--- config.mk ---
export PLATFORM = sky130hd
export DESIGN_NAME = risc_controller
export DESIGN_NICKNAME = d
export VERILOG_FILES = /design/src/rtl/risc_controller.sv
export SDC_FILE = /design/constraint.sdc
export NUM_CORES = 1
export LEC_CHECK = 0
export CORE_AREA = 2 2 39 41
export CTS_BUF_LIST = sky130_fd_sc_hd__clkbuf_2
export DETAILED_ROUTE_END_ITERATION = 16
export DIE_AREA = 0 0 41 43
export PLACE_DENSITY_LB_ADDON = 0.3
export SYNTH_ARGS = -nofsm -noshare
export SYNTH_HDL_FRONTEND = slang
export SYNTH_SLANG_ARGS = --single-unit
--- constraint.sdc ---
create_clock -name clk -period 1.8 [get_ports clk]
set_input_delay 0.27 -clock clk [delete_from_list [all_inputs] [get_ports clk]]
set_output_delay 0.27 -clock clk [all_outputs]
set_load 0.01 [all_outputs]
--- src/rtl/risc_controller.sv ---
// Instruction-sequencing controller for the 8-bit accumulator CPU.
// Steps the 8-phase fetch/execute cycle and decodes every datapath strobe from phase, opcode and zero.
module risc_controller (
    input  logic       clk,
    input  logic       rst,
    input  logic [2:0] opcode,
    input  logic       zero,
    input  logic       resume,
    output logic       sel,
    output logic       rd,
    output logic       wr,
    output logic       ld_ir,
    output logic       inc_pc,
    output logic       ld_pc,
    output logic       ld_ac,
    output logic       data_e,
    output logic       halt,
    output logic [2:0] phase
);

    typedef enum logic [2:0] {
        INST_ADDR  = 3'd0,
        INST_FETCH = 3'd1,
        INST_LOAD  = 3'd2,
        IDLE       = 3'd3,
        OP_ADDR    = 3'd4,
        OP_FETCH   = 3'd5,
        ALU_OP     = 3'd6,
        STORE      = 3'd7
    } phase_t;

    localparam logic [2:0] OP_HLT = 3'b000;
    localparam logic [2:0] OP_SKZ = 3'b001;
    localparam logic [2:0] OP_ADD = 3'b010;
    localparam logic [2:0] OP_AND = 3'b011;
    localparam logic [2:0] OP_XOR = 3'b100;
    localparam logic [2:0] OP_LDA = 3'b101;
    localparam logic [2:0] OP_STO = 3'b110;
    localparam logic [2:0] OP_JMP = 3'b111;

    phase_t state;
    phase_t state_next;
    logic   halted;
    logic   halted_next;
    logic   alu_op;

    assign alu_op = (opcode == OP_ADD) || (opcode == OP_AND) ||
                    (opcode == OP_XOR) || (opcode == OP_LDA);

    always_ff @(posedge clk) begin
        if (!rst) begin
            state  <= INST_ADDR;
            halted <= 1'b0;
        end else begin
            state  <= state_next;
            halted <= halted_next;
        end
    end

    // A halt parks the counter on OP_ADDR; only resume (or reset) moves it again.
    always_comb begin
        state_next  = state;
        halted_next = halted;
        if (halted) begin
            if (resume) begin
                state_next  = INST_ADDR;
                halted_next = 1'b0;
            end
        end else if (state == OP_ADDR && opcode == OP_HLT) begin
            halted_next = 1'b1;
        end else begin
            state_next = phase_t'(state + 3'd1);
        end
    end

    always_comb begin
        sel    = 1'b0;
        rd     = 1'b0;
        wr     = 1'b0;
        ld_ir  = 1'b0;
        inc_pc = 1'b0;
        ld_pc  = 1'b0;
        ld_ac  = 1'b0;
        data_e = 1'b0;
        halt   = 1'b0;
        phase  = state;
        if (halted) begin
            halt = 1'b1;
        end else begin
            case (state)
                INST_ADDR: begin
                    sel = 1'b1;
                end
                INST_FETCH: begin
                    sel = 1'b1;
                    rd  = 1'b1;
                end
                INST_LOAD, IDLE: begin
                    sel   = 1'b1;
                    rd    = 1'b1;
                    ld_ir = 1'b1;
                end
                OP_ADDR: begin
                    inc_pc = 1'b1;
                    halt   = (opcode == OP_HLT);
                end
                OP_FETCH: begin
                    rd = alu_op;
                end
                ALU_OP: begin
                    rd     = alu_op;
                    inc_pc = (opcode == OP_SKZ) && zero;
                    ld_pc  = (opcode == OP_JMP);
                    data_e = (opcode == OP_STO);
                end
                STORE: begin
                    rd     = alu_op;
                    ld_ac  = alu_op;
                    ld_pc  = (opcode == OP_JMP);
                    wr     = (opcode == OP_STO);
                    data_e = (opcode == OP_STO);
                end
                default: begin
                    sel = 1'b0;
                end
            endcase
        end
    end

endmodule

== Word level (Yosys, flattened, before mapping) ==
Cells that the tools add are included.
Word-level totals
  output and inout bits: 12
  register bits after elaboration: 4
  logic and storage cells: 56
Cells by class
  multiplexer cells: 24
  equality and inequality tests: 16
  reductions and logical operators: 13
  add/subtract/negate cells: 1
Operators with widths (count)
  3-bit equality test (second input constant): 8
  1-bit two-way mux: 19
  3-bit by 2-bit equality test with 1-bit output (second input constant): 4
  3-bit two-way mux: 3
  3-bit by 1-bit equality test with 1-bit output (second input constant): 2
  3-bit zero test: 2
  3-bit OR reduction: 2
  2-bit != test (second input constant): 2
  1-bit one-hot mux with 2 select lines: 2
  2-bit OR reduction: 2
  4-bit OR reduction: 1
  3-bit by 1-bit adder with 3-bit output (second input constant): 1
  1-bit logical OR: 3
  1-bit logical AND: 2
  2-bit AND reduction: 1

== Depth between registers and ports, before layout ==
Gate-level depths: netlist (run 1).
  word-level depth: 6
  mapped depth: 5
  depth with buffers taken out: 5

== Worst setup path after synthesis (run 1) ==
No wires, ideal clock.
  path kind: flip-flop to output port
  start: register state[0], in the netlist phase[0]
  end: output port rd
  path slack: 0.376 ns
  stages on the path, launching flop included: 6
  required time: 1.530 ns
  arrival time: 1.154 ns
  cell sequence: dfxtp_1 -> ha_1 -> ha_1 -> a21oi_1 -> o22ai_1 -> o21ba_2
Between the ends
  longest elaborated chain between the ends: 4
  elaborated cells on any way between the ends: 10
  classes of those cells: 6 x eq/ne; 2 x mux; 2 x reduce/logical
Ends and longest elaborated chain
  from (decl): RTL line 41  | phase_t state;
  from (signal assigned): RTL line 55  | state <= state_next;
  3-bit equality test, or another cell as far along: RTL line 90  | case (state)
  3-bit OR reduction (no line)
  1-bit one-hot mux with 2 select lines (*): RTL line 90
  1-bit two-way mux (*): RTL line 87  | if (halted) begin
  to (decl): RTL line 10  | output logic rd,
Mark *: on every way between the ends. The rest lies on a longest branch, timed or not.

== Worst setup path after layout (run 1) ==
  start: register state[2], in the netlist phase[2]
  end: output port ld_ir
Between the ends
  longest elaborated chain between the ends: 4
  elaborated cells on any way between the ends: 5
  classes of those cells: 2 x eq/ne; 2 x mux; 1 x reduce/logical
Ends and longest elaborated chain
  3-bit by 2-bit equality test with 1-bit output: RTL line 90
  2-bit OR reduction (*)
  1-bit two-way mux (*): RTL line 90
  1-bit two-way mux (*): RTL line 87
  to (decl): RTL line 12  | output logic ld_ir,
Marks and branches as above.

==> metrics, run 1 <==
status=complete, no violations; crit path time final=1690 ps; CP required=1530 ps; Via density=4.38; met1 Usage GRT=15.4%; gr usage total=12.9%; CTS hold repair buffers=0; fmax=591 MHz; Logic pwr share=41.3%; most common cell after layout, fill and taps aside=buf_4; Sequential Power Share=33.0%; Worst Path Buf+Inv=2; crit path DAT=1420 ps; # diodes=0; number of warnings issued by yosys=0; clk buf depth=2; Worst-Skew Late Latency=200 ps; IO Port Bufs=18; first drt pass iteration count=3; GRT busiest layer=met2; max-slew violations=0; maximum vdd drop=273 uV; die height=43 um; Worst Setup Path Type=reg2out; LEAKAGE=0.311 nW; top cell type's share of synthesized area=22.1%; Post-CTS Setup Bufs=0; worst stage delay on the critical path=560 ps; delay-heaviest family, CP=buffers and inverters; fin crit share=93.9%; Max Cap Viol=0; number of global-route vias before repair=378; GP Congestion=0.689; core area=1380 um2; leading area contributor after synthesis=dfxtp_1; CP Cell Sequence=buf_4 -> nor3_1 -> clkdlybuf4s50_1; Cell Int Power=0.213 mW; Psw=0.0964 mW; part of the power in the clock network=25.7%; Worst Skew=1.31 ps; share of layout cells above drive strength 1=32.9%; Die Wd=41 um; synthesis-to-layout area growth=73.8%; initial core utilization=26.2%; worst hold margin=608 ps; Synth Instances=43; DP Wirelength=703 um; antenna viol nets, final=0; initial antenna violation count=0; DRT iter0 DRCs=2; die area=1760 um2; DRC viols=0; syn nets=55; synth unique cells=19; min-delay worst type=reg2reg; CTS Buf Count=3; synthesized area=363 um2; Wirelength per Cell=9.76 um; post-synthesis sequential area ratio=22.1%; fin nets=87; Slowest-stage cell, CP=clkdlybuf4s50_1; grt ovf=0; Area contributors post-synth=dfxtp_1, ha_1, mux2i_1; I/O pin count=19; DRT Wirelength=869 um; Hold Vio Cnt, Final=0; Clock Sinks=4; clock root buffer master=clkbuf_2; critical path peak fanout=10; Mapped Avg Cell Area=8.44 um2; met2 Usage GRT=18.8%; Cell Rows=14; Worst Setup Start Kind=flop; H-tree depth=1; Slew @ Worst Pin=238 ps; Switching Share=31.2%; Power Dens Cells=491 nW/um2; post-layout util=45.6%; routed via count=390; Critical Path Sink Type=output pin; routing usage on met3=3.14%; register bit total from synthesis=4; Slew headroom=84.0%; first-pass GRT wire length=1.52 mm; RSZ-0062 raised after global routing=no; most frequent cells in the layout=buf_4, clkdlybuf4s50_1, clkbuf_2, nand2_1, dlygate4sd2_1; clock-pin slew on the worst setup and hold paths=40 ps; final setup fails=0; largest net degree at the start of global routing=11; CTS tree=done
[kinds of logic after synthesis]
group           synth area share [%]
simple gates                    26.6
compound gates                  17.9
buf+inv                         5.51
fa+ha+maj                       17.2
flops                           22.1
mux                             8.28
xor+xnor                        2.41
[tightest hold or removal path, stage by stage (launching register included)]
cell and delay [ps]:
dfxtp_2 320, buf_4 140, nand3_1 60, mux2i_1 60
[routing by layer]
layer	routed length, um	share of wire (%)
met2	404	46
met1	400	46
met5	0	0
met3	64	7.4
met4	0	0
[cells in the mapped netlist]
library cell and n:
nor2_2 1, nor3b_1 3, mux2i_1 3, inv_1 4
a21oi_1 1, o22ai_1 1, nor2_1 2, a41oi_4 1
o21ba_2 1, a41oi_1 1, ha_1 5, nand2_1 6
nand3b_1 1, buf_2 1, xnor2_1 1, nor3_1 3
dfxtp_1 4, a21boi_0 1, nand3_1 3
[repair_timing]
action                                  4_1_cts  5_1_grt
pin swaps                                     0        1
endpoints found under the hold margin         0        0
resized for setup                            12       11
endpoints found under the setup margin        7        4
[layout make-up]
type                       count  area (um2)
clock buffer                   3        15.0
fill                         154         753
inverter                       4        15.0
multi-input combinational     34         269
sequential                     4        82.6
tap                           16        20.0
timing repair buffer          28         229
[power groups by stage]
stage                     clock network, mW  registers (mW)  logic [mW]
final                                0.0795           0.102       0.128
after floorplan                           0           0.107      0.0548
after global routing                 0.0956           0.104       0.142
after CTS                            0.0874           0.102       0.132
after detailed placement                  0           0.102       0.135
after global placement                    0           0.102       0.135
[registers in the layout, summed over array words and instances (netlist names)]
register  cells
phase         3
halted        1
[metrics by stage]
| step | setup TNS [ps] | std cells | power, mW | setup WS, ps | instance area, um2 |
|---|---|---|---|---|---|
| 6_report | 0 | 89 | 0.309 | 109 | 631 |
| 5_1_grt | 0 | 89 | 0.342 | 3.11 | 631 |
| 2_1_floorplan | 0 | 43 | 0.162 | 376 | 363 |
| 3_3_place_gp | -1290 | 86 | 0.237 | -270 | 633 |
| 3_5_place_dp | -1250 | 86 | 0.238 | -275 | 633 |
| 4_1_cts | -67.6 | 89 | 0.321 | -67.6 | 644 |
[path summary, 6_finish.rpt]
kind	depth (start not counted)	slack, ps	from	to
worst max-delay path	3	110	phase[2]	ld_ir
worst min-delay path	3	610	phase[0]	phase[0]
worst max register to register	5	530	phase[1]	phase[1]
worst min register to register	3	610	phase[0]	phase[0]
Note: power is estimated with default switching activity, not from simulation.
==> run 2: changes to the inputs <==
--- a/config.mk
+++ b/config.mk
@@ -11,3 +11,4 @@
 export DIE_AREA = 0 0 41 43
-export PLACE_DENSITY_LB_ADDON = 0.3
+export PLACE_DENSITY = 0.68
+export RECOVER_POWER = 25
 export SYNTH_ARGS = -nofsm -noshare
==> constraint.sdc (replaced) <==
create_clock -name clk -period 1.8 [get_ports clk]
set_input_delay 0.18 -clock clk [delete_from_list [all_inputs] [get_ports clk]]
set_output_delay 0.18 -clock clk [all_outputs]
set_load 0.01 [all_outputs]
==> metrics, run 2 (synthesized netlist as in run 1, its figures left out) <==
crit path time final=1740 ps (+50.0 ps); max-slew violations=0 (unchanged); Wirelength per Cell=10.4 um (+6.6%); Fillers=140 (-9.1%); Worst Setup Start Kind=flop; Worst Setup Path Type=reg2out; synthesis-to-layout area growth=75.2%; CTS tree=done; largest net degree at the start of global routing=11 (unchanged); Via density=4.63 (+5.6%); finished layout cell area=636 um2 (+0.79%); fmax=574 MHz (-2.9%); Die Wd=41 um (unchanged); Power Total=0.307 mW (-0.68%); setup_tns=0 ps (unchanged); Clock Sinks=4 (unchanged); core area=1380 um2 (unchanged); critical path peak fanout=4 (-6); CP required=1620 ps (+90 ps); clk buf depth=2 (unchanged); fin nets=84 (-3.4%); crit path DAT=1560 ps (+140 ps); DRC viols=0 (unchanged); # diodes=0 (unchanged); LEAKAGE=0.329 nW (+5.7%); Max Cap Viol=0 (unchanged); IO Port Bufs=18 (unchanged); DRT iter0 DRCs=3 (+1); Slowest-stage cell, CP=clkdlybuf4s50_1; Cell Rows=14 (unchanged); most common cell after layout, fill and taps aside=clkdlybuf4s50_1; Hold Vio Cnt, Final=0 (unchanged); routed via count=398 (+2.1%); first-pass GRT wire length=1.30 mm (-15%); I/O pin count=19 (unchanged); gr usage total=10.7% (-2.2 points); Critical Path Sink Type=output pin; final setup fails=0 (unchanged); RSZ-0062 raised after global routing=yes; Worst-Skew Late Latency=200 ps (about the same); post-layout util=45.9% (+0.36 points); CP Cell Sequence=inv_1 -> ha_2 -> a41oi_4 -> inv_1 -> clkdlybuf4s50_1; initial core utilization=26.2% (unchanged); die area=1760 um2 (unchanged); H-tree depth=1 (unchanged); maximum vdd drop=210 uV (-23%); fin crit share=96.7% (+2.8 points); clock-pin slew on the worst setup and hold paths=50 ps (about the same); CTS-repair resized insts=7 (-5); min-delay worst type=reg2reg; status=complete, no violations; worst stage delay on the critical path=520 ps (-40 ps); most used cell, CP=inv_1; Slew headroom=83.0% (-1.0 points); CTS Buf Count=3 (unchanged); grt ovf=0 (unchanged); worst hold margin=498 ps (-110 ps); share of layout cells above drive strength 1=25.7% (-7.2 points); initial antenna violation count=0 (unchanged); Slew @ Worst Pin=253 ps (+14.9 ps); die height=43 um (unchanged); Power Dens Cells=484 nW/um2 (-1.5%); number of global-route vias before repair=335 (-11%); max reg flops=3 (unchanged); CTS hold repair buffers=0 (unchanged); DRT Wirelength=895 um (+3.0%); DP Wirelength=721 um (+2.6%); dpl cell area=611 um2 (-3.6%); Worst Skew=5.20 ps (+3.89 ps); antenna viol nets, final=0 (unchanged); clock root buffer master=clkbuf_2; Post-CTS Setup Bufs=0 (unchanged); GP Congestion=0.753 (+9.3%); first drt pass iteration count=2 (-1); most frequent cells in the layout=clkdlybuf4s50_1, buf_4, nand2_1, dlygate4sd2_1, inv_1
run 2: changes by cell type in the layout (fill, tap and decap cells not counted), sizes merged:
cell           delta
clkbuf            -4
buf               -3
dlymetal6s2s      +2
clkdlybuf4s50     +1
dlygate4sd2       +1
run 2: layout make-up:
class,instances,area [um2],share of cell area (%)
Clock buffer,3,15.0,2.36
Timing Repair Buffer,25,230,36.2
Inverter,4,15.0,2.36
Sequential cell,4,81.3,12.8
Multi-Input combinational cell,34,274,43.1
Tap cell,16,20.0,3.15
run 2: critical path, delay by kind of cell (launching register included):
family | cells | cell delay [ps]
fa+ha+maj | 1 | 220
buf+inv | 3 | 690
compound gates | 1 | 110
flops | 1 | 330
run 2: path summary, 6_finish.rpt:
kind         startpoint       end  slack (ps)  cells past startpoint
min            phase[1]  phase[1]         500                      2
max            phase[1]      halt          60                      5
max reg2reg    phase[0]  phase[1]         560                      5
min reg2reg    phase[1]  phase[1]         500                      2
run 2: through the flow:
step,std cells,setup WS (ps)
3_3_place_gp,83,-113
4_1_cts,86,3.68
6_report,86,59.3
2_1_floorplan,43,466
3_5_place_dp,83,-114
5_1_grt,86,-27.0
run 2: routing by layer:
metal | vias to the layer above | track usage (%) | share of wire, %
li1 | 206 | - | -
met1 | 178 | 12.9 | 44
met2 | 14 | 16.3 | 49
met3 | 0 | 1.57 | 6.3
met4 | 0 | 8.00 | 0
met5 | - | 0 | 0
run 2: power by group:
| part | internal (mW) | total (mW) | switching [mW] |
|---|---|---|---|
| Combinational | 0.0686 | 0.125 | 0.0567 |
| Clock | 0.0448 | 0.0805 | 0.0356 |
| Sequential | 0.0962 | 0.102 | 0.00544 |
| Total | 0.210 | 0.307 | 0.0977 |
==> run 3: changes to the inputs <==
clock period = 1.7 ns   (was 1.8 ns; I/O delays follow)
==> metrics, run 3 (synthesized netlist as in run 1, its figures left out) <==
share of layout cells above drive strength 1=30.6% (+4.8 points); Worst R2R Path Depth=5 (unchanged); min-delay worst type=reg2reg; post-layout util=44.9% (-0.99 points); H-tree depth=1 (unchanged); Max Cap Viol=0 (unchanged); Worst-Skew Late Latency=210 ps (about the same); clock-pin slew on the worst setup and hold paths=50 ps (about the same); max reg flops=3 (unchanged); hold path startpoint=phase[1]; Power Dens Cells=531 nW/um2 (+9.9%); Critical R2R Capture=phase[1]; first drt pass iteration count=1 (-1); DRT iter0 DRCs=0 (-3); die area=1760 um2 (unchanged); Slew @ Worst Pin=244 ps (-8.62 ps); GP Congestion=0.755 (+0.20%); Cell Rows=14 (unchanged); Power Total=0.330 mW (+7.5%); RSZ-0062 raised after global routing=yes; CTS tree=done; FF+latch area=82.6 um2 (+1.5%); fmax=625 MHz; CTS hold repair buffers=0 (unchanged); core area=1380 um2 (unchanged); die height=43 um (unchanged); antenna viol nets, final=0 (unchanged); CP required=1530 ps (-90 ps); IO Port Bufs=18 (unchanged); gr usage total=12.6% (+1.8 points); worst reg2reg path startpoint=phase[1]; Worst Hold End=phase[1]; Die Wd=41 um (unchanged); crit path DAT=1430 ps (-130 ps); worst hold margin=495 ps (-3.21 ps); first-pass GRT wire length=1.44 mm (+11%); max-slew violations=0 (unchanged); Worst Setup Start Kind=flop; LEAKAGE=0.301 nW (-8.7%); initial core utilization=26.2% (unchanged); clk buf depth=2 (unchanged); I/O pin count=19 (unchanged); largest net degree at the start of global routing=11 (unchanged); Wirelength per Cell=9.70 um (-6.7%); initial antenna violation count=0 (unchanged); most common cell after layout, fill and taps aside=clkdlybuf4s50_1; footprint of the multi-input gates=269 um2 (-1.8%); CTS Buf Count=3 (unchanged); Via density=4.43 (-4.2%); crit path time final=1600 ps; fin nets=86 (+2.4%); Fillers=149 (+6.4%); Clock Sinks=4 (unchanged); DP Wirelength=700 um (-2.9%); maximum vdd drop=321 uV (+53%); most frequent cells in the layout=clkdlybuf4s50_1, buf_4, nand2_1, clkbuf_2; status=complete, no violations; Worst Setup Path Type=reg2out; fin crit share=94.2%; number of global-route vias before repair=370 (+10%); DRC viols=0 (unchanged); dpl cell area=626 um2 (+2.5%); final setup fails=0 (unchanged); synthesis-to-layout area growth=71.4%; flop-to-flop setup slack=330 ps (-230 ps); critical path peak fanout=10 (+6); DRT Wirelength=854 um (-4.6%); Hold Vio Cnt, Final=0 (unchanged); Critical Path Sink Type=output pin; # diodes=0 (unchanged); finished layout cell area=622 um2 (-2.2%); Slew headroom=83.6% (+0.58 points); worst hold stages=2 (unchanged); routed via count=390 (-2.0%); Worst Skew=2.88 ps (-2.32 ps); grt ovf=0 (unchanged); clock root buffer master=clkbuf_2
## run 3: cell count changes in the layout (fill, tap and decap cells not counted)
cell             change
clkbuf_2             +3
clkbuf_1             +1
ha_1                 +2
dlymetal6s2s_1       -2
clkdlybuf4s50_1      +1
buf_4                +1
dfxtp_2              +1
buf_2                +1
ha_2                 -2
dfxtp_1              -1
dlygate4sd2_1        -3
## run 3: critical path, cell delays in order (launching register included)
cell and delay [ps]:
dfxtp_1 310, buf_4 170, nor3_1 190, clkdlybuf4s50_1 560
## run 3: repair_timing
item,4_1_cts,5_1_grt
resized for setup,13,9
setup buffers,0,0
setup endpoints to repair,7,4
pin swaps,1,0
## run 3: per-layer routing
layer / vias up / GRT usage [%] / part of all wire (%)
met5: - / 0 / 0
met4: 0 / 10.0 / 0
met3: 0 / 4.71 / 9.0
met2: 14 / 18.1 / 48
met1: 167 / 13.9 / 43
li1: 209 / - / -
## run 3: worst max path at each step
stage,start,depth (start not counted),slack (ps),endpoint
final,phase[2],3,100,ld_ir
after global routing,phase[1],6,-2,rd
after CTS,phase[2],3,70,ld_ir
after detailed placement,opcode[1],5,-160,rd
after global placement,opcode[1],5,-150,inc_pc
after floorplan,phase[0],5,380,rd
## run 3: final cells by class
type / instances / share of cell area, %
multi-input combinational: 34 / 43.3
timing repair buffer: 27 / 35.4
sequential: 4 / 13.3
clock buffer: 3 / 2.41
inverter: 4 / 2.41
tap: 16 / 3.22
## run 3: where the power goes
group	internal, mW	switching [mW]	total, mW
Clock	0.0475	0.0416	0.0892
Combinational	0.0743	0.0595	0.134
Sequential	0.102	0.00535	0.107
## run 3: through the flow
stage,setup slack [ps],cells,TNS (ps)
6_report,99.3,88,0
3_5_place_dp,-164,85,-600
3_3_place_gp,-151,85,-528
5_1_grt,-1.71,88,-2.12
4_1_cts,65.9,88,0
2_1_floorplan,376,43,0
